<file path="src/rtl/uart_mmio_ctrl.sv">
// uart_mmio_ctrl: memory-mapped bridge between the core's data port and the
// UART TX/RX cores. Data register at UART_BASE and status/control register at
// UART_BASE+4. CPU stores are queued in a small TX FIFO that is drained by a
// start/busy handshake FSM. One received byte is held with valid and overrun
// flags. A store to a full FIFO stalls the core.
module uart_mmio_ctrl #(
  parameter int UART_BASE  = 60,
  parameter int FIFO_DEPTH = 4,
  parameter int CNT_W      = 3
) (
  input  logic        clk,
  input  logic        rst_n,
  input  logic        memWrite,
  input  logic        memRead,
  input  logic [31:0] Addr,
  input  logic [31:0] WD,
  output logic [31:0] RD,
  output logic        stall,
  output logic        tx_start,
  output logic [7:0]  tx_data,
  input  logic        tx_busy,
  input  logic        rx_valid,
  input  logic [7:0]  rx_data
);

  localparam int PTR_W = $clog2(FIFO_DEPTH);

  typedef enum logic [1:0] {IDLE, WAIT_BUSY, WAIT_DONE} tx_state_t;

  tx_state_t        state_q, state_d;
  logic             tx_start_q, tx_start_d;
  logic [7:0]       tx_data_q, tx_data_d;
  logic [7:0]       fifo_mem_q [FIFO_DEPTH];
  logic [7:0]       fifo_mem_d [FIFO_DEPTH];
  logic [PTR_W-1:0] wr_ptr_q, wr_ptr_d;
  logic [PTR_W-1:0] rd_ptr_q, rd_ptr_d;
  logic [CNT_W-1:0] count_q, count_d;
  logic [7:0]       rx_buf_q, rx_buf_d;
  logic             rx_avail_q, rx_avail_d;
  logic             rx_ovr_q, rx_ovr_d;

  logic data_sel;
  logic stat_sel;
  logic full;
  logic empty;
  logic push;
  logic pop;
  logic data_load;
  logic unused_wd;

  // Only bits [7:0] (data) and bit 3 (overrun clear) of the store data matter.
  assign unused_wd = &{1'b0, WD[31:8]};

  // Address decode, FIFO status and the handshake strobes shared by all logic.
  always_comb begin
    data_sel  = (Addr == 32'(UART_BASE));
    stat_sel  = (Addr == 32'(UART_BASE + 4));
    full      = (count_q == CNT_W'(FIFO_DEPTH));
    empty     = (count_q == '0);
    stall     = memWrite & data_sel & full;
    push      = memWrite & data_sel & ~full;
    pop       = (state_q == IDLE) & ~empty & ~tx_busy;
    data_load = memRead & data_sel;
  end

  // TX FIFO next state: circular buffer, pointers wrap naturally at FIFO_DEPTH.
  always_comb begin
    fifo_mem_d = fifo_mem_q;
    wr_ptr_d   = wr_ptr_q;
    rd_ptr_d   = rd_ptr_q;
    count_d    = count_q;
    if (push) begin
      fifo_mem_d[wr_ptr_q] = WD[7:0];
      wr_ptr_d             = wr_ptr_q + PTR_W'(1);
    end
    if (pop) begin
      rd_ptr_d = rd_ptr_q + PTR_W'(1);
    end
    case ({push, pop})
      2'b10:   count_d = count_q + CNT_W'(1);
      2'b01:   count_d = count_q - CNT_W'(1);
      default: count_d = count_q;
    endcase
  end

  // TX FSM: launch from IDLE, wait for the transmitter to go busy, then idle.
  always_comb begin
    state_d    = state_q;
    tx_start_d = 1'b0;
    tx_data_d  = tx_data_q;
    case (state_q)
      IDLE: begin
        if (pop) begin
          tx_start_d = 1'b1;
          tx_data_d  = fifo_mem_q[rd_ptr_q];
          state_d    = WAIT_BUSY;
        end
      end
      WAIT_BUSY: begin
        if (tx_busy) begin
          state_d = WAIT_DONE;
        end
      end
      WAIT_DONE: begin
        if (!tx_busy) begin
          state_d = IDLE;
        end
      end
      default: state_d = IDLE;
    endcase
  end

  // RX holding register: a new byte always loads; overrun only when an unread
  // byte is replaced and the core is not reading it in the same cycle.
  always_comb begin
    rx_buf_d   = rx_buf_q;
    rx_avail_d = rx_avail_q;
    rx_ovr_d   = rx_ovr_q;
    if (data_load) begin
      rx_avail_d = 1'b0;
    end
    if (memWrite && stat_sel && WD[3]) begin
      rx_ovr_d = 1'b0;
    end
    if (rx_valid) begin
      rx_buf_d   = rx_data;
      rx_avail_d = 1'b1;
      if (rx_avail_q && !data_load) begin
        rx_ovr_d = 1'b1;
      end
    end
  end

  // Read data mux: registers are visible only during a load of a mapped address.
  always_comb begin
    RD = '0;
    if (memRead) begin
      if (data_sel) begin
        RD = {24'b0, rx_buf_q};
      end else if (stat_sel) begin
        RD[0]         = full;
        RD[1]         = empty;
        RD[2]         = rx_avail_q;
        RD[3]         = rx_ovr_q;
        RD[4 +: CNT_W] = count_q;
      end
    end
  end

  // State registers; reset flushes the FIFO and aborts any launch in progress.
  always_ff @(posedge clk or negedge rst_n) begin
    if (!rst_n) begin
      state_q    <= IDLE;
      tx_start_q <= 1'b0;
      tx_data_q  <= '0;
      for (int i = 0; i < FIFO_DEPTH; i++) begin
        fifo_mem_q[i] <= '0;
      end
      wr_ptr_q   <= '0;
      rd_ptr_q   <= '0;
      count_q    <= '0;
      rx_buf_q   <= '0;
      rx_avail_q <= 1'b0;
      rx_ovr_q   <= 1'b0;
    end else begin
      state_q    <= state_d;
      tx_start_q <= tx_start_d;
      tx_data_q  <= tx_data_d;
      fifo_mem_q <= fifo_mem_d;
      wr_ptr_q   <= wr_ptr_d;
      rd_ptr_q   <= rd_ptr_d;
      count_q    <= count_d;
      rx_buf_q   <= rx_buf_d;
      rx_avail_q <= rx_avail_d;
      rx_ovr_q   <= rx_ovr_d;
    end
  end

  assign tx_start = tx_start_q;
  assign tx_data  = tx_data_q;

endmodule
</file>
<file path="config.mk">
export PLATFORM = sky130hd
export DESIGN_NAME = uart_mmio_ctrl
export DESIGN_NICKNAME = d
export VERILOG_FILES = /design/src/rtl/uart_mmio_ctrl.sv
export SDC_FILE = /design/constraint.sdc
export NUM_CORES = 1
export LEC_CHECK = 0
export BUFFER_PORTS_ARGS = -buffer_cell sky130_fd_sc_hd__buf_2
export CORE_ASPECT_RATIO = 1.25
export CORE_MARGIN = 3
export CORE_UTILIZATION = 44
export CTS_CLUSTER_DIAMETER = 50
export CTS_CLUSTER_SIZE = 40
export DETAILED_ROUTE_END_ITERATION = 8
export PLACE_DENSITY = 0.76
export SYNTH_ARGS = -nofsm -noshare
export SYNTH_HDL_FRONTEND = slang
export SYNTH_SLANG_ARGS = --single-unit
</file>
<file path="constraint.sdc">
create_clock -name clk -period 2.5 [get_ports clk]
set_clock_uncertainty 0.05 [all_clocks]
set_input_delay 0.125 -clock clk [delete_from_list [all_inputs] [get_ports clk]]
set_output_delay 0.125 -clock clk [all_outputs]
set_load 0.02 [all_outputs]
</file>
==> metrics.cfg, run 1 <==
[clock_tree]
cts_tree=done
root_buffer=clkbuf_8
clock_sinks=60
post_cts_buffers=0
clock_latency_ns=0.34
numCtsBuffers=9
cts_buffer_depth=2
path_clk_slew_ns=0.07
h-tree-depth=3

[timing]
post-route-period-util=0.9071
hold_violations=0
maxSlewViolCount=0
relSlewSlack=0.5029
fin_ws_ns=0.2324
fmaxAchievable_ghz=0.4410
grt_setup_unrepaired=no
holdWs_ns=0.01974
setup_violations=0
fin_crit_ns=2.268
worstMarginPinSlew_ns=0.7457

[global_routing]
use_met1=0.1886
grt_busiest_layer=met2
grtUsageMet3=0.04753
grt_usage=0.1654
antenna_found_initial=0
grt_max_degree=61
grt_pass1_wl_mm=10.01
first_global_vias=2165
overflow=0
use_met2=0.2864

[pwr]
p_switching_uw=764.0
power_density_nw_per_um2=643.0
ir_drop_mv=0.5215
switching_share=0.3025
power_frac_comb=0.200
leakagePower_uw=0.001932
pwr-share-seq=0.458
p_int_uw=1761
p_clk_frac=0.343

[place]
dp_hpwl_mm=4.434
io_buffers=71
place.gp.congestion=0.7468
pre_cts_slack_ns=-0.04493
place_area_sq_um=3573

[synthesis]
async_flop_share=1.000
synth_edf_count=0
yosysMostFrequentCell=dfrtp_1
synth_area_sq_um=3033
yosys_warnings=0
synth_cells=227
avgSynthCellArea_sq_um=13.36
synthTopCellsByCount=60 x dfrtp_1, 46 x mux2_2, 25 x buf_4
yosysUniqueCellTypes=34
synth.top_cell.area_share=0.4950
ys_ff_latch=60
ys_seq_area_frac=0.4950
synth_largest_area_cell=dfrtp_1
ys.flop_type=dfrtp_1
synth_area_leaders=dfrtp_1 50%, mux2_2 17%, buf_4 6.2%, mux4_2 5.9%, nor4_4 2.8%

[die]
die-area_sq_um=7932
design.core.area_sq_um=6606
dieHeight_um=98.83
io_pins=120
die_w_um=80.26
fp-row-count=33
start_util=0.4591

[outcome]
status=finished clean

[setup_path]
cp-start-kind=flip-flop
path_max_fanout=6
cp.required_ns=2.71
crit_type=flip-flop to flip-flop
worstPathArrival_ns=2.48
endpoint_kind=flip-flop

[route]
wl_per_cell_um=14.62
post-route-drc-count=0
drt_wl_total_mm=6.226
vias=2116
drt_pre_antenna_iters=4
vias_per_cell=4.967
antenna_left=0
drt_iter0_markers=40

[layout]
drive_gt1_frac=0.4956
num_antenna_cells=0
fill_cells=537
finalInstanceArea_sq_um=3928
fin_nets=418
area_growth_syn_to_layout_pct=29.50

[worst_hold_path]
hp-class=input port to flip-flop

[flow_run]
cap_viol_max_count=0

through the flow:
stage	TNS, ns	util	total power, uW	instances
CTS	0	0.5941	2555	426
finish	0	0.5945	2525	426
global route	0	0.5945	2657	426
floorplan	0	-	1493	250
global placement	0	0.5409	1639	395
detailed placement	-0.05837	0.5409	1659	395
layout make-up:
| cell class | instances | area [sq um] | area share |
|---|---|---|---|
| Timing Repair Buffer | 104 | 690.7 | 0.1759 |
| Clock inverter | 7 | 77.57 | 0.01975 |
| Tap cell | 87 | 108.9 | 0.02772 |
| Multi-Input combinational cell | 151 | 1395 | 0.3552 |
| Clock buffer | 9 | 123.9 | 0.03154 |
| Inverter | 8 | 30.03 | 0.007646 |
| Sequential cell | 60 | 1501 | 0.3823 |
placed cells by master, fill, tap and decap left out, types with 2 or more instances in the layout:
cell,Yosys,layout
clkinv_4,0,2
clkinvlp_4,0,4
nor4_1,9,8
inv_1,7,7
xor2_1,4,4
nand4_1,2,2
mux4_2,8,8
nand2_1,7,7
or4_1,4,4
and4_1,2,2
xnor2_1,3,3
clkbuf_8,0,9
nor3_1,2,2
mux2_1,2,2
a22oi_1,6,6
nor4_4,4,5
buf_4,25,14
dfrtp_1,60,60
buf_12,0,4
dlygate4sd3_1,0,15
buf_2,0,71
or4b_2,2,2
mux2_2,46,46
conb_1,1,24
nor2_1,10,10
ha_1,5,5
what timing repair did:
action / CTS / global route
hold buffers: 15 / 0
endpoints found under the hold margin: 87 / 0
endpoints found under the setup margin: 0 / 1
resized for setup: 0 / 1
worst paths after layout:
| kind | from | endpoint | slack [ns] | cells after the start |
|---|---|---|---|---|
| min in group asynchronous | rst_n | fifo_mem_q[2]$_DFFE_PN0P_ | 0.40 | 3 |
| max in group asynchronous | rst_n | fifo_mem_q[28]$_DFFE_PN0P_ | 1.49 | 3 |
| hold / removal | WD[0] | fifo_mem_q[8]$_DFFE_PN0P_ | 0.02 | 2 |
| setup / recovery | count_q[1]$_DFFE_PN0P_ | count_q[2]$_DFFE_PN0P_ | 0.23 | 9 |
| setup reg to reg | count_q[1]$_DFFE_PN0P_ | count_q[2]$_DFFE_PN0P_ | 0.23 | 9 |
| hold reg to reg | fifo_mem_q[19]$_DFFE_PN0P_ | fifo_mem_q[19]$_DFFE_PN0P_ | 0.45 | 1 |
metal layers:
layer  vias to the layer above  wire length (um)
met1                      1053              2505
met4                         0                73
met5                         -                 0
met3                         5               285
met2                        57              3361
li1                       1001                 -
worst max-delay path, cell delays in order, from the launching register on:
cell and delay (ns):
dfrtp_1 0.38, or3b_4 0.44, and4_1 0.24, inv_1 0.07, ha_1 0.17, inv_1 0.06
fa_1 0.37, xor2_1 0.15, nor2_1 0.12, xor2_1 0.15
power by group through the flow:
stage / Combinational, uW / Clock, uW / Sequential [uW]
floorplan: 386 / 0 / 1110
global placement: 471 / 0 / 1170
detailed placement: 482 / 0 / 1180
CTS: 504 / 893 / 1160
global route: 555 / 929 / 1170
finish: 505 / 865 / 1160
flip-flops by register name, indices dropped and copies added, names as in the netlist:
signal,count
rx_buf_q,8
count_q,3
rd_ptr_q,2
rx_avail_q,1
state_q,2
tx_start,1
wr_ptr_q,2
tx_data,8
rx_ovr_q,1
fifo_mem_q,32
cells by family after synthesis:
logic type               share of synthesized area
AND/OR/NAND/NOR                             0.1110
flip-flops                                  0.4950
multiplexers                                0.2409
adder cells (fa/ha/maj)                    0.02723
AO/OA/AOI/OAI                              0.02516
XOR/XNOR                                   0.02021
other                                     0.001236
buffers and inverters                      0.07921
Power figures use the tool's default switching activity.
==> inputs of run 2 (changes only) <==
- CELL_PAD_IN_SITES_DETAIL_PLACEMENT: default -> 1
- CELL_PAD_IN_SITES_GLOBAL_PLACEMENT: default -> 1
- CORE_UTILIZATION: 44 -> 34
- PLACE_DENSITY: 0.76 -> default
- PLACE_DENSITY_LB_ADDON: default -> 0.1
==> run 2 against run 1 <==
  * Setup slack got worse by 0.027 ns
  * Routed wire length rose by 12%
  * Critical path type unchanged
  * Combinational power rose by 9.7%
  * Die area rose by 27%
  * First-iteration DRC count fell by 35%
  * Largest cell class unchanged
  * Non-clock buffer count rose by 1
==> metrics.cfg, run 2 (synthesis gave the netlist of run 1 again) <==
[worst_hold_path]
hold_start=WD[1]
hp-class=input port to flip-flop
holdPathEnd=fifo_mem_q[25]$_DFFE_PN0P_
hold_depth=2  ; unchanged

[setup_path]
path_max_fanout=2  ; -4
rr_endpoint=count_q[2]$_DFFE_PN0P_
cp.required_ns=2.71  ; about the same
cp-start-kind=flip-flop
endpoint_kind=flip-flop
reg2reg_from=count_q[1]$_DFFE_PN0P_
r2r_cells=9  ; unchanged
worstPathArrival_ns=2.50  ; +0.02 ns
ff2ff_setup_slack_ns=0.20  ; -0.03 ns
crit_type=flip-flop to flip-flop

[pwr]
p_clk_frac=0.314  ; -0.029
switching_share=0.2984  ; -0.004092
p_switching_uw=730.5  ; -4.4%
power_density_nw_per_um2=628.8  ; -2.2%
ir_drop_mv=0.3857  ; -26%
power_frac_comb=0.226  ; +0.026
leakagePower_uw=0.001937  ; +0.22%
p_int_uw=1717  ; -2.5%
pwr-share-seq=0.460  ; +0.002

[timing]
setup_violations=0  ; unchanged
hold_violations=0  ; unchanged
maxSlewViolCount=0  ; unchanged
worstMarginPinSlew_ns=0.7873  ; +0.04159 ns
final.setup.tns_ns=0  ; unchanged
post-route-period-util=0.9180  ; +0.01099
grt_setup_unrepaired=no
fin_crit_ns=2.295  ; +0.02747 ns
fmaxAchievable_ghz=0.4357  ; -1.2%
relSlewSlack=0.4751  ; -0.02773

[route]
drt_wl_total_mm=6.966  ; +12%
drt_pre_antenna_iters=4  ; unchanged
post-route-drc-count=0  ; unchanged
vias=2137  ; +0.99%
vias_per_cell=4.686  ; -5.7%
antenna_left=0  ; unchanged
wl_per_cell_um=15.28  ; +4.5%
drt_iter0_markers=26  ; -35%

[global_routing]
grt_max_degree=34  ; -44%
first_global_vias=2385  ; +10%
overflow=0  ; unchanged
grt_pass1_wl_mm=11.79  ; +18%
grt_usage=0.1470  ; -0.01843
antenna_found_initial=0  ; unchanged

[die]
start_util=0.3580  ; -0.1011
dieHeight_um=111.6  ; +13%
io_pins=120  ; unchanged
design.core.area_sq_um=8472  ; +28%
fp-row-count=37  ; +12%
die-area_sq_um=10100  ; +27%
die_w_um=90.48  ; +13%

[layout]
num_antenna_cells=0  ; unchanged
area_growth_syn_to_layout_pct=28.34
finalInstanceArea_sq_um=3892  ; -0.89%
top_register=fifo_mem_q
largest_reg_flops=32  ; unchanged
post-route-util=0.4595  ; -0.1350
drive_gt1_frac=0.4985  ; +0.002950
fin_nets=419  ; +0.24%
final_cell_mix=71 x buf_2, 60 x dfrtp_1, 46 x mux2_2, 24 x conb_1, 21 x buf_4
layout_commonest_cell=buf_2

[place]
place.gp.congestion=0.7162  ; -4.1%
io_buffers=71  ; unchanged
dp_hpwl_mm=5.322  ; +20%
place_area_sq_um=3603  ; +0.84%

[clock_tree]
clock_sinks=60  ; unchanged
path_clk_slew_ns=0.07  ; about the same
root_buffer=clkbuf_8
cts_tree=done
ctsResizeCount=0  ; unchanged
cts_buffer_depth=2  ; unchanged
numCtsBuffers=9  ; unchanged
clock_latency_ns=0.33  ; about the same
h-tree-depth=3  ; unchanged

[outcome]
status=finished clean

[flow_run]
cap_viol_max_count=0  ; unchanged

==> run 2: power by group through the flow <==
stage	logic, uW	clock network (uW)	registers (uW)
after CTS	567	800	1130
after detailed placement	549	0	1150
after global routing	622	858	1140
after global placement	540	0	1140
after floorplan	386	0	1110
final	554	768	1130
==> run 2: worst max-delay path by stage <==
stage | end | cells past startpoint | from | slack (ns)
final | count_q[2]$_DFFE_PN0P_ | 9 | count_q[1]$_DFFE_PN0P_ | 0.20
after global routing | count_q[2]$_DFFE_PN0P_ | 9 | count_q[1]$_DFFE_PN0P_ | 0.04
after CTS | count_q[2]$_DFFE_PN0P_ | 9 | count_q[1]$_DFFE_PN0P_ | 0.16
after detailed placement | fifo_mem_q[2]$_DFFE_PN0P_ | 7 | Addr[8] | -0.07
after global placement | fifo_mem_q[23]$_DFFE_PN0P_ | 7 | Addr[8] | -0.07
after floorplan | count_q[2]$_DFFE_PN0P_ | 10 | Addr[8] | 0.05
==> run 2: routing by layer <==
| metal | track usage | vias to the layer above | part of all wire |
|---|---|---|---|
| li1 | - | 997 | - |
| met1 | 0.1649 | 1080 | 0.40 |
| met2 | 0.2702 | 47 | 0.54 |
| met3 | 0.03581 | 13 | 0.039 |
| met4 | 0.04903 | 0 | 0.015 |
| met5 | 0 | - | 0 |
==> run 2: critical path, stage by stage (launching register included) <==
cell	delay (ns)
dfrtp_1	0.37
or3b_2	0.49
and4_1	0.22
inv_1	0.07
ha_1	0.17
inv_1	0.06
fa_1	0.37
xor2_1	0.15
nor2_1	0.11
xor2_1	0.15
==> run 2: layout make-up <==
cell class,instances,area (sq um)
Timing Repair Buffer,105,653.1
Clock inverter,2,10.01
Tap cell,117,146.4
Multi-Input combinational cell,151,1393
Sequential cell,60,1501
Fill cell,914,4579
Clock buffer,13,158.9
Inverter,8,30.03
==> run 2: through the flow <==
stage / setup WS (ns) / std cells / hold slack [ns] / power (uW)
floorplan: 0.04886 / 250 / -0.2206 / 1493
global placement: -0.07114 / 429 / 0.2204 / 1684
detailed placement: -0.07440 / 429 / 0.2086 / 1694
global route: 0.03508 / 456 / 0.009742 / 2618
CTS: 0.1572 / 455 / 0.002899 / 2495
finish: 0.2049 / 456 / 0.01838 / 2448
==> run 2: what timing repair did <==
action	CTS	global route
hold buffers	11	1
buffers inserted	0	0
endpoints found under the hold margin	43	1
==> inputs of run 3 (changes only) <==
- ABC_AREA: default -> 1
- CORE_UTILIZATION: 34 -> 31
==> run 3 against run 2 <==
  * Global-route usage grew 2.1 points
  * Flip-flop and latch count is the same
  * Power grew 42%
  * Worst hold slack gained 0.0055 ns
  * Largest cell class unchanged
  * Critical path type unchanged
==> metrics.cfg, run 3 <==
[pwr]
p_switching_uw=1146  ; +57%
switching_share=0.3306  ; +0.03215
p_int_uw=2320  ; +35%
power_frac_comb=0.266  ; +0.040
ir_drop_mv=0.3311  ; -14%
power_density_nw_per_um2=850.7  ; +35%
leakagePower_uw=0.002195  ; +13%
pwr-share-seq=0.347  ; -0.113
p_total_uw=3466  ; +42%
p_clk_frac=0.387  ; +0.073

[place]
dp_hpwl_mm=6.505  ; +22%
place.gp.congestion=0.7463  ; +4.2%
io_buffers=71  ; unchanged

[clock_tree]
cts.hold.buffers_added=10  ; -1
clock_latency_ns=0.33  ; about the same
root_buffer=clkbuf_16
numCtsBuffers=9  ; unchanged
clock_sinks=60  ; unchanged
path_clk_slew_ns=0.05  ; -0.02 ns
h-tree-depth=3  ; unchanged
cts_buffer_depth=2  ; unchanged
cts_tree=done
ctsResizeCount=0  ; unchanged
post_cts_buffers=0  ; unchanged

[synthesis]
ys_ff_latch=60  ; unchanged
synth_edf_count=0  ; unchanged
synthTopCellsByCount=113 x nand2_1, 71 x nor2_1, 60 x dfrtp_1
synth_area_leaders=dfrtp_1 47%, nand2_1 13%, nor2_1 8.3%, nand3_1 7.0%, buf_4 5.6%
avgSynthCellArea_sq_um=7.596  ; -43%
ys.flop_type=dfrtp_1
synth_cells=425  ; +87%
yosysMostFrequentCell=nand2_1
async_flop_share=1.000  ; unchanged
yosys_warnings=0  ; unchanged
yosysUniqueCellTypes=24  ; -29%
synth_largest_area_cell=dfrtp_1
ys_seq_area_frac=0.4651  ; -0.02993
synth.top_cell.area_share=0.4651  ; -0.02993
synth_area_sq_um=3228  ; +6.4%

[global_routing]
antenna_found_initial=0  ; unchanged
grt_max_degree=61  ; +79%
overflow=0  ; unchanged
first_global_vias=3219  ; +35%
grt_usage=0.1683  ; +0.02134
grt_pass1_wl_mm=15.48  ; +31%

[worst_hold_path]
hp-class=input port to flip-flop

[route]
drt_pre_antenna_iters=4  ; unchanged
post-route-drc-count=0  ; unchanged
vias_per_cell=4.623  ; -1.3%
drt_wl_total_mm=9.302  ; +34%
drt_iter0_markers=97  ; +270%
antenna_left=0  ; unchanged
wl_per_cell_um=14.42  ; -5.6%
vias=2982  ; +40%

[setup_path]
crit_chain=inv_1, nor3_1, inv_1, nand3_1, ha_1, inv_1, fa_1, a21oi_1, o21ai_0, xor2_1
crit_type=flip-flop to flip-flop
cp.required_ns=2.66  ; -0.05 ns
cp_common_cell=inv_1
path_buf_inv=3  ; +1
endpoint_kind=flip-flop
cp_slowest_cell=fa_1
path_max_fanout=3  ; +1
worstPathArrival_ns=2.41  ; -0.09 ns
crit_family=adder cells
cpPeakStageDelay_ns=0.39  ; -0.10 ns
cp-start-kind=flip-flop

[timing]
hold_violations=0  ; unchanged
setup_violations=0  ; unchanged
fmaxAchievable_ghz=0.4439  ; +1.9%
fin_crit_ns=2.253  ; -0.04214 ns
grt_setup_unrepaired=no
final.setup.tns_ns=0  ; unchanged
worstMarginPinSlew_ns=0.5306  ; -0.2567 ns
relSlewSlack=0.6452  ; +0.1701
post-route-period-util=0.9012  ; -0.01685
holdWs_ns=0.02392  ; +0.005542 ns
maxSlewViolCount=0  ; unchanged

[layout]
top_register=fifo_mem_q
num_antenna_cells=0  ; unchanged
final_cell_mix=113 x nand2_1, 71 x nor2_1, 71 x buf_2, 60 x dfrtp_1, 45 x nand3_1
multi_input_area_sq_um=1416  ; +1.7%
area_growth_syn_to_layout_pct=26.20
largest_reg_flops=32  ; unchanged
drive_gt1_frac=0.1880  ; -0.3105
fin_nets=595  ; +42%
layout_commonest_cell=nand2_1
regArea_sq_um=1501  ; unchanged
fill_cells=1248  ; +37%

[die]
design.core.area_sq_um=10110  ; +19%
die-area_sq_um=11680  ; +16%
start_util=0.3194  ; -0.03857
fp-row-count=41  ; +11%
io_pins=120  ; unchanged
dieHeight_um=120.1  ; +7.6%
die_w_um=97.27  ; +7.5%

[flow_run]
cap_viol_max_count=0  ; unchanged

[outcome]
status=finished clean

-- run 3: area by class of cell --
type,count,share of cell area
clock inverter,4,0.01781
inverter,36,0.03317
clock buffer,12,0.06050
tap,129,0.03962
timing repair buffer,89,0.1327
sequential,60,0.3686
multi-input combinational,315,0.3477
-- run 3: final timing paths --
check | end | cells past startpoint | slack, ns | from
hold / removal | fifo_mem_q[23]$_DFFE_PN0P_ | 3 | 0.02 | WD[7]
hold reg to reg | fifo_mem_q[17]$_DFFE_PN0P_ | 2 | 0.42 | fifo_mem_q[17]$_DFFE_PN0P_
max in group asynchronous | tx_data[7]$_DFFE_PN0P_ | 3 | 1.79 | rst_n
setup reg to reg | count_q[2]$_DFFE_PN0P_ | 10 | 0.25 | count_q[2]$_DFFE_PN0P_
min in group asynchronous | fifo_mem_q[7]$_DFFE_PN0P_ | 3 | 0.27 | rst_n
setup / recovery | count_q[2]$_DFFE_PN0P_ | 10 | 0.25 | count_q[2]$_DFFE_PN0P_
-- run 3: worst reg2reg max path: stages, from the launching register on --
cell	delay (ns)
dfrtp_1	0.36
inv_1	0.09
nor3_1	0.37
inv_1	0.11
nand3_1	0.13
ha_1	0.15
inv_1	0.07
fa_1	0.39
a21oi_1	0.15
o21ai_0	0.12
xor2_1	0.16
-- run 3: kinds of logic (layout without fill, tap and decap cells) --
family          after synthesis  after routing  share of synthesized area
compound gates               42             42                    0.06822
xor+xnor                      3              3                   0.008141
fa+ha+maj                     6              6                    0.02558
buf+inv                      73            141                     0.1229
flops                        60             60                     0.4651
other cells                   1             24                   0.001162
simple gates                240            240                     0.3089
-- run 3: metal layers --
| layer | vias up | wire length (um) | GRT usage | share of wire |
|---|---|---|---|---|
| li1 | 1473 | - | - | - |
| met1 | 1425 | 3885 | 0.1918 | 0.42 |
| met2 | 69 | 4818 | 0.3044 | 0.52 |
| met3 | 15 | 413 | 0.04186 | 0.044 |
| met4 | 0 | 184 | 0.06061 | 0.020 |
| met5 | - | 0 | 0 | 0 |
-- run 3: metrics by stage --
| stage | instances | worst slack (ns) | area (sq um) | utilization |
|---|---|---|---|---|
| 6_report | 645 | 0.2470 | 4074 | 0.4031 |
| 5_1_grt | 645 | 0.01987 | 4074 | 0.4031 |
| 4_1_cts | 645 | 0.2018 | 4074 | 0.4031 |
| 3_5_place_dp | 619 | 0.2278 | 3655 | 0.3616 |
| 3_3_place_gp | 619 | 0.2899 | 3655 | 0.3616 |
| 2_1_floorplan | 448 | 0.3688 | 3314 | - |
-- run 3: power groups by stage --
stage	registers [uW]	logic, uW	clock network (uW)
5_1_grt	1220	1040	1420
3_3_place_gp	1220	915	0
2_1_floorplan	1270	559	0
4_1_cts	1210	950	1380
6_report	1200	921	1340
3_5_place_dp	1220	928	0
